==> src/rtl/serial_sub4.sv <==
// serial_sub4 -- bit-serial N-bit subtractor, diff = a - b - bin (mod 2^N).
//
// One full-subtractor cell plus a registered borrow flop processes the
// operands LSB first, one bit per clock, behind a start/busy/done handshake.
//
// Ports:
//   clk   in   rising-edge clock
//   rst   in   synchronous active-high reset (priority over start)
//   start in   request, sampled only while idle
//   a     in   N-bit minuend, captured on the accepting edge
//   b     in   N-bit subtrahend, captured on the accepting edge
//   bin   in   borrow-in, captured on the accepting edge
//   busy  out  high while bits are being shifted through the cell
//   done  out  one-cycle pulse when diff/bout/ovf are updated
//   diff  out  N-bit difference, held until the next operation completes
//   bout  out  final borrow-out (a < b + bin, unsigned)
//   ovf   out  two's-complement overflow flag
//
// Build option: define SERIAL_SUB_OVF_EN to register the signed overflow
// flag; without it ovf is a constant 0 and no overflow logic exists.
module serial_sub4 #(
  parameter int N = 4
) (
  input  logic         clk,
  input  logic         rst,
  input  logic         start,
  input  logic [N-1:0] a,
  input  logic [N-1:0] b,
  input  logic         bin,
  output logic         busy,
  output logic         done,
  output logic [N-1:0] diff,
  output logic         bout,
  output logic         ovf
);

  localparam int CW = $clog2(N) + 1;

  localparam logic [1:0] S_IDLE  = 2'd0;
  localparam logic [1:0] S_SHIFT = 2'd1;
  localparam logic [1:0] S_DONE  = 2'd2;

  logic [1:0]    state_q, state_d;
  logic [N-1:0]  ra_q, ra_d;
  logic [N-1:0]  rb_q, rb_d;
  logic [N-1:0]  sh_q, sh_d;
  logic [CW-1:0] cnt_q, cnt_d;
  logic          br_q, br_d;
  logic          busy_q, busy_d;
  logic          done_q, done_d;
  logic [N-1:0]  diff_q, diff_d;
  logic          bout_q, bout_d;

  // Full-subtractor cell on the current LSBs.
  logic d_bit;
  logic br_nxt;
  logic last_bit;

  assign d_bit    = ra_q[0] ^ rb_q[0] ^ br_q;
  assign br_nxt   = (~ra_q[0] & rb_q[0]) | (~ra_q[0] & br_q) | (rb_q[0] & br_q);
  assign last_bit = (cnt_q == CW'(N - 1));

`ifdef SERIAL_SUB_OVF_EN
  logic ovf_q, ovf_d;
`endif

  always_comb begin
    state_d = state_q;
    ra_d    = ra_q;
    rb_d    = rb_q;
    sh_d    = sh_q;
    cnt_d   = cnt_q;
    br_d    = br_q;
    diff_d  = diff_q;
    bout_d  = bout_q;
`ifdef SERIAL_SUB_OVF_EN
    ovf_d   = ovf_q;
`endif
    case (state_q)
      S_IDLE: begin
        if (start) begin
          state_d = S_SHIFT;
          ra_d    = a;
          rb_d    = b;
          br_d    = bin;
          cnt_d   = '0;
          sh_d    = '0;
        end
      end
      S_SHIFT: begin
        br_d  = br_nxt;
        sh_d  = {d_bit, sh_q[N-1:1]};
        ra_d  = ra_q >> 1;
        rb_d  = rb_q >> 1;
        cnt_d = cnt_q + CW'(1);
        if (last_bit) begin
          // Outputs are published only here so they stay stable while
          // the next operation is still shifting.
          state_d = S_DONE;
          diff_d  = {d_bit, sh_q[N-1:1]};
          bout_d  = br_nxt;
`ifdef SERIAL_SUB_OVF_EN
          // On the last bit ra[0]/rb[0] are the original operand MSBs.
          ovf_d   = (ra_q[0] ^ rb_q[0]) & (d_bit ^ ra_q[0]);
`endif
        end
      end
      S_DONE:  state_d = S_IDLE;
      default: state_d = S_IDLE;
    endcase
    // Status flags are registered copies of the next state.
    busy_d = (state_d == S_SHIFT);
    done_d = (state_d == S_DONE);
  end

  always_ff @(posedge clk) begin
    if (rst) begin
      state_q <= S_IDLE;
      ra_q    <= '0;
      rb_q    <= '0;
      sh_q    <= '0;
      cnt_q   <= '0;
      br_q    <= 1'b0;
      busy_q  <= 1'b0;
      done_q  <= 1'b0;
      diff_q  <= '0;
      bout_q  <= 1'b0;
`ifdef SERIAL_SUB_OVF_EN
      ovf_q   <= 1'b0;
`endif
    end else begin
      state_q <= state_d;
      ra_q    <= ra_d;
      rb_q    <= rb_d;
      sh_q    <= sh_d;
      cnt_q   <= cnt_d;
      br_q    <= br_d;
      busy_q  <= busy_d;
      done_q  <= done_d;
      diff_q  <= diff_d;
      bout_q  <= bout_d;
`ifdef SERIAL_SUB_OVF_EN
      ovf_q   <= ovf_d;
`endif
    end
  end

  assign busy = busy_q;
  assign done = done_q;
  assign diff = diff_q;
  assign bout = bout_q;
`ifdef SERIAL_SUB_OVF_EN
  assign ovf  = ovf_q;
`else
  assign ovf  = 1'b0;
`endif

endmodule

==> config.mk <==
export PLATFORM = sky130hd
export DESIGN_NAME = serial_sub4
export DESIGN_NICKNAME = d
export VERILOG_FILES = /design/src/rtl/serial_sub4.sv
export SDC_FILE = /design/constraint.sdc
export NUM_CORES = 1
export LEC_CHECK = 0
export BUFFER_PORTS_ARGS = -buffer_cell sky130_fd_sc_hd__buf_2
export CAP_MARGIN = 15
export CORE_ASPECT_RATIO = 1.75
export CORE_MARGIN = 2
export CORE_UTILIZATION = 40
export DETAILED_ROUTE_END_ITERATION = 8
export GPL_TIMING_DRIVEN = 0
export SYNTH_ARGS = -nofsm -noshare
export SYNTH_HDL_FRONTEND = slang
export SYNTH_SLANG_ARGS = --single-unit
==> constraint.sdc <==
create_clock -name clk -period 2.15 [get_ports clk]
set_clock_uncertainty 0.15 [all_clocks]
set_input_delay 0 -clock clk [delete_from_list [all_inputs] [get_ports clk]]
set_output_delay 0 -clock clk [all_outputs]
set_load 0.005 [all_outputs]
==> results_dict.tcl, run 1 <==
set metrics [dict create \
    tns_ns 0 \
    internal_power_uw 655 \
    rows 24 \
    fin_hold_ws_ns 0.0970 \
    cts.repair.resized 0 \
    n_antenna_cell 0 \
    setup_viol 0 \
    grt_max_degree 13 \
    hold_viol_final 0 \
    syn_area_mm2 0.00102 \
    start_util 0.416 \
    nNetsFinal 148 \
    hpwl_um 1380 \
    max_freq_mhz 571 \
    cts.htree.levels 1 \
    cp-end-kind "register" \
    crit_required_ns 2.15 \
    overflow 0 \
    min_period_ns 1.75 \
    drc_errors 0 \
    die_area_mm2 0.00300 \
    powerDensity_mw_per_mm2 665 \
    p_comb_frac 0.147 \
    numCtsBuffers 3 \
    clock_sinks 24 \
    fin_crit_sh 0.815 \
    vias 787 \
    drtPass1Iterations 4 \
    ys_ff_latch 24 \
    drt_iter0_markers 16 \
    cts_hold_buf 10 \
    cts_root_buf "clkbuf_8" \
    status "completed" \
    dp.cells 144 \
    switching_share 0.236 \
    cts_tree "built" \
    crit_fanout 10 \
    die_h_um 70.9 \
    grt_pass1_vias 773 \
    finalNonFillerCells 157 \
    wl_per_cell_um 12.2 \
    wl_um 1910 \
    clk_path_buf_depth 2 \
    syn_inst 100 \
    worstPathCellList "buf_6 > mux2i_1 > a211oi_2 > dlygate4sd3_1" \
    ant_nets 0 \
    drive_gt1_frac 0.298 \
    grt_util_all_layers 0.142 \
    hold_path.class "in2reg" \
    ir_drop_v 0.000362 \
    synth_fp_nets 115 \
    start_kind "register" \
    cpPeakStageDelay_ns 0.55 \
    report.final.slew_viol_count 0 \
    io_pins 20 \
    finalWeightedCongestion 0.655 \
    postCtsSetupBuffers 0 \
    core_mm2 0.00246 \
    clockPowerShare 0.295 \
    cp.arrival_ns 1.75 \
    multi_input_area_um2 473 \
    fillerInstances 242 \
    seqPwrFrac 0.558 \
    net-switching-power_uw 202 \
    cp_slowest_cell "dlygate4sd3_1" \
    grt_pass1_wl_um 3260 \
    cap_violations 0 \
    io_buffers 18 \
    post_drt_via_cell_ratio 5.01 \
    synth.yosys.seq_area_share 0.469 \
    antenna_found_initial 0 \
    rsz0062_at_grt "no" \
    cellLeakagePower_uw 0.000560 \
    synth_cell_type_count 23 \
    die_w_um 42.2 \
    yosys_warnings 0 \
    area_delta_synth_final_pct 25.8 \
    clk_pin_slew_ns 0.08 \
    worst-setup-path-type "reg2reg" \
    synth_area_per_cell_um2 10.2 \
    clk_latency_ns 0.26 \
    seq_area_um2 480 \
]
[synthesized netlist by cell type]
library cell,count,area share
nor3b_1,1,0.0073
clkbuf_1,1,0.0037
conb_1,1,0.0037
nor2b_1,1,0.0061
nor2_2,3,0.018
buf_6,2,0.022
nor2_1,15,0.055
dfxtp_1,24,0.47
ha_1,2,0.024
nand3b_1,1,0.0073
a211oi_2,7,0.086
a21oi_1,4,0.020
mux2i_1,9,0.088
fa_1,1,0.020
o21ba_4,1,0.016
nand2_1,4,0.015
a22oi_1,7,0.051
buf_4,2,0.015
o21bai_2,1,0.011
buf_2,2,0.0098
inv_1,5,0.018
nand3_1,4,0.020
a211oi_1,2,0.015
[power groups by stage]
| stage | registers [uW] | clock network (uW) | logic [uW] |
|---|---|---|---|
| after floorplan | 486 | 0 | 83.4 |
| after global placement | 488 | 0 | 109 |
| after detailed placement | 488 | 0 | 113 |
| after CTS | 478 | 263 | 127 |
| after global routing | 481 | 274 | 140 |
| final | 478 | 252 | 126 |
[per-layer routing]
layer	GRT usage	up-vias	wire length (um)
li1	-	405	-
met1	0.144	363	792
met2	0.272	15	1040
met3	0.0255	4	46
met4	0.0625	0	30
met5	0	-	0
[layout make-up]
| class | count | share of cell area |
|---|---|---|
| clock buffer | 3 | 0.0321 |
| tap | 26 | 0.0253 |
| buffer | 7 | 0.0398 |
| inverter | 5 | 0.0146 |
| multi-input combinational | 64 | 0.367 |
| sequential | 24 | 0.373 |
| timing repair buffer | 28 | 0.148 |
[path summary, 6_finish.rpt]
path | startpoint | endpoint | slack [ns] | cells past startpoint
worst min-delay path | start | rb_q[3] | 0.1 | 4
worst min register to register | diff[0] | diff[0] | 0.31 | 2
worst max-delay path | state_q[0] | rb_q[0] | 0.40 | 4
worst max register to register | state_q[0] | rb_q[0] | 0.40 | 4
[cells by family (layout without fill, tap and decap cells)]
| group | Yosys count | count (layout) | share of synthesized area |
|---|---|---|---|
| and+or+nand+nor | 29 | 29 | 0.128 |
| DFF | 24 | 24 | 0.469 |
| AOI/OAI and AO/OA | 22 | 22 | 0.198 |
| buffers and inverters | 12 | 43 | 0.0685 |
| muxes | 9 | 9 | 0.0880 |
| adders and majority gates | 3 | 3 | 0.0440 |
| other | 1 | 1 | 0.00366 |
[cell usage in the layout (no fill, tap or decap)]
cell           netlist  routed
nor3b_1              1       1
nand3b_1             1       1
nor2b_1              1       1
conb_1               1       1
buf_2                2      20
clkbuf_8             0       3
dfxtp_1             24      24
clkbuf_1             1       1
fa_1                 1       1
buf_6                2       2
inv_1                5       5
nand3_1              4       4
a211oi_2             7       7
a21oi_1              4       4
buf_4                2       2
mux2i_1              9       9
ha_1                 2       2
o21bai_2             1       1
a22oi_1              7       7
o21ba_4              1       1
dlygate4sd3_1        0      10
a211oi_1             2       2
nor2_2               3       3
nand2_1              4       4
nor2_1              15      15
[sequential cells by signal (all words and copies together), names as in the netlist]
name and count:
diff 4, ra_q 4, rb_q 4, cnt_q 3, sh_q 3, state_q 2
bout 1, br_q 1, busy 1, done 1
[worst max-delay path: cells and delay by family (launching register included)]
kind / cells / cell delay, ns
AOI/OAI and AO/OA: 1 / 0.08
muxes: 1 / 0.22
buffers and inverters: 2 / 0.75
DFF: 1 / 0.44
[metrics by stage]
stage           util  instance area [um^2]  setup WS (ns)  total power [uW]
2_1_floorplan      -                  1020          0.642               570
6_report       0.523                  1290          0.398               856
5_1_grt        0.523                  1290          0.296               895
4_1_cts        0.523                  1290          0.397               868
3_5_place_dp   0.465                  1150          0.481               601
3_3_place_gp   0.465                  1150          0.494               596
Power figures use the tool's default switching activity.
==> run 2: changes to the inputs <==
==> constraint.sdc (replaced) <==
create_clock -name clk -period 1.7 [get_ports clk]
set_clock_uncertainty 0.15 [all_clocks]
set_input_delay 0 -clock clk [delete_from_list [all_inputs] [get_ports clk]]
set_output_delay 0 -clock clk [all_outputs]
set_load 0.005 [all_outputs]
==> run 2 against run 1 <==
Compared with the run above:
- sequential power increased by 26%
- clock power grew 27%
- critical path depth rose by 2
- total power increased by 26%
- sequential share of layout area is 0.36 points lower
- hold slack worse by 0.0016 ns
- largest cell class unchanged
==> results_dict.tcl, run 2 (same netlist as run 1, synthesis figures left out) <==
set metrics [dict create \
    status "completed" \
    vias 789 \
    grt_pass1_wl_um 3220 \
    setup_viol 0 \
    die_h_um 70.9 \
    cts_root_buf "clkbuf_8" \
    powerDensity_mw_per_mm2 832 \
    report.final.slew_viol_count 0 \
    antenna_found_initial 0 \
    fin_hold_ws_ns 0.0954 \
    finalWeightedCongestion 0.655 \
    cp.arrival_ns 1.60 \
    ir_drop_v 0.000556 \
    start_util 0.416 \
    nNetsFinal 149 \
    finalNonFillerCells 158 \
    final_util 0.528 \
    worstPathCellList "ha_1 > ha_2 > nand3b_1 > buf_4 > nand2_1 > a21oi_1" \
    setup.worst_path.start "cnt_q[0]" \
    grt_util_all_layers 0.141 \
    cap_violations 0 \
    fin_crit_sh 0.947 \
    drtPass1Iterations 4 \
    die_w_um 42.2 \
    grt_max_degree 13 \
    hold_viol_final 0 \
    min_period_ns 1.61 \
    crit_required_ns 1.69 \
    clockPowerShare 0.295 \
    hpwl_um 1380 \
    final_common_cell "dfxtp_1" \
    wl_um 1910 \
    drt_iter0_markers 12 \
    path_delay_family "adder cells" \
    clock_sinks 24 \
    core_mm2 0.00246 \
    area_delta_synth_final_pct 27.0 \
    p_total_uw 1080 \
    post_drt_via_cell_ratio 4.99 \
    rows 24 \
    p_comb_frac 0.146 \
    crit_buf_inv 1 \
    hold_path.class "in2reg" \
    wl_per_cell_um 12.1 \
    numCtsBuffers 3 \
    cpPeakStageDelay_ns 0.36 \
    rsz0062_at_grt "no" \
    io_buffers 18 \
    hold_start "start" \
    tns_ns 0 \
    layout_common_cells "dfxtp_1, buf_2, nor2_1, dlygate4sd3_1, mux2i_1" \
    die_area_mm2 0.00300 \
    worst-setup-path-type "reg2reg" \
    start_kind "register" \
    net-switching-power_uw 255 \
    clk_pin_slew_ns 0.08 \
    dp.cells 144 \
    overflow 0 \
    cp_slowest_cell "dfxtp_1" \
    max_freq_mhz 621 \
    grt_pass1_vias 765 \
    r2r-start "cnt_q[0]" \
    cts.htree.levels 1 \
    cts_tree "built" \
    n_antenna_cell 0 \
    drc_errors 0 \
    cp-end-kind "register" \
    internal_power_uw 827 \
    switching_share 0.236 \
    clk_latency_ns 0.26 \
    io_pins 20 \
    ant_nets 0 \
    seqPwrFrac 0.559 \
    crit_fanout 7 \
    cellLeakagePower_uw 0.000560 \
    drive_gt1_frac 0.311 \
    clk_path_buf_depth 2 \
]
==> run 2: cell count changes in the layout (fill, tap and decap cells not counted) <==
cell / previous run / this run
buf_2: 20 / 19
ha_2: 0 / 1
buf_4: 2 / 4
ha_1: 2 / 1
==> run 2: layout make-up <==
class | instances | area, um^2
Fill cell | 238 | 1160
Sequential cell | 24 | 480
Multi-Input combinational cell | 64 | 475
Timing Repair Buffer | 30 | 205
Buffer | 6 | 46.3
Clock buffer | 3 | 41.3
Tap cell | 26 | 32.5
Inverter | 5 | 18.8
==> run 2: power groups by stage <==
stage	combinational [uW]	sequential (uW)	clock (uW)
2_1_floorplan	106	615	0
3_3_place_gp	137	617	0
3_5_place_dp	142	618	0
4_1_cts	160	604	333
5_1_grt	176	608	347
6_report	158	604	319
==> run 2: per-stage QoR <==
stage,worst slack [ns],area (um^2)
detailed placement,0.0312,1150
floorplan,0.192,1020
global placement,0.0440,1150
global route,0.00224,1300
finish,0.0895,1300
CTS,0.00674,1290
==> run 2: path summary, 6_finish.rpt <==
kind | endpoint | slack [ns] | cells after the start
max reg2reg | diff[2] | 0.09 | 6
min reg2reg | diff[2] | 0.31 | 2
min | rb_q[3] | 0.1 | 4
max | diff[2] | 0.09 | 6
==> run 2: tightest hold or removal path, cell delays in order <==
cell and delay [ns]:
buf_2 0.12, nor3b_1 0.15, a22oi_1 0.14, nor2_1 0.05
==> run 2: timing repair <==
item	CTS	global route
setup buffers	0	2
endpoints found under the setup margin	0	1
hold buffers	10	0
resized for setup	0	1
hold endpoints to repair	11	0
==> run 2: layer usage <==
metal | part of all wire | GRT usage | vias to the layer above | wire length (um)
met5 | 0 | 0 | - | 0
met4 | 0.016 | 0.0625 | 0 | 31
met3 | 0.022 | 0.0255 | 4 | 43
met2 | 0.55 | 0.268 | 11 | 1050
met1 | 0.41 | 0.142 | 367 | 788
li1 | - | - | 407 | -
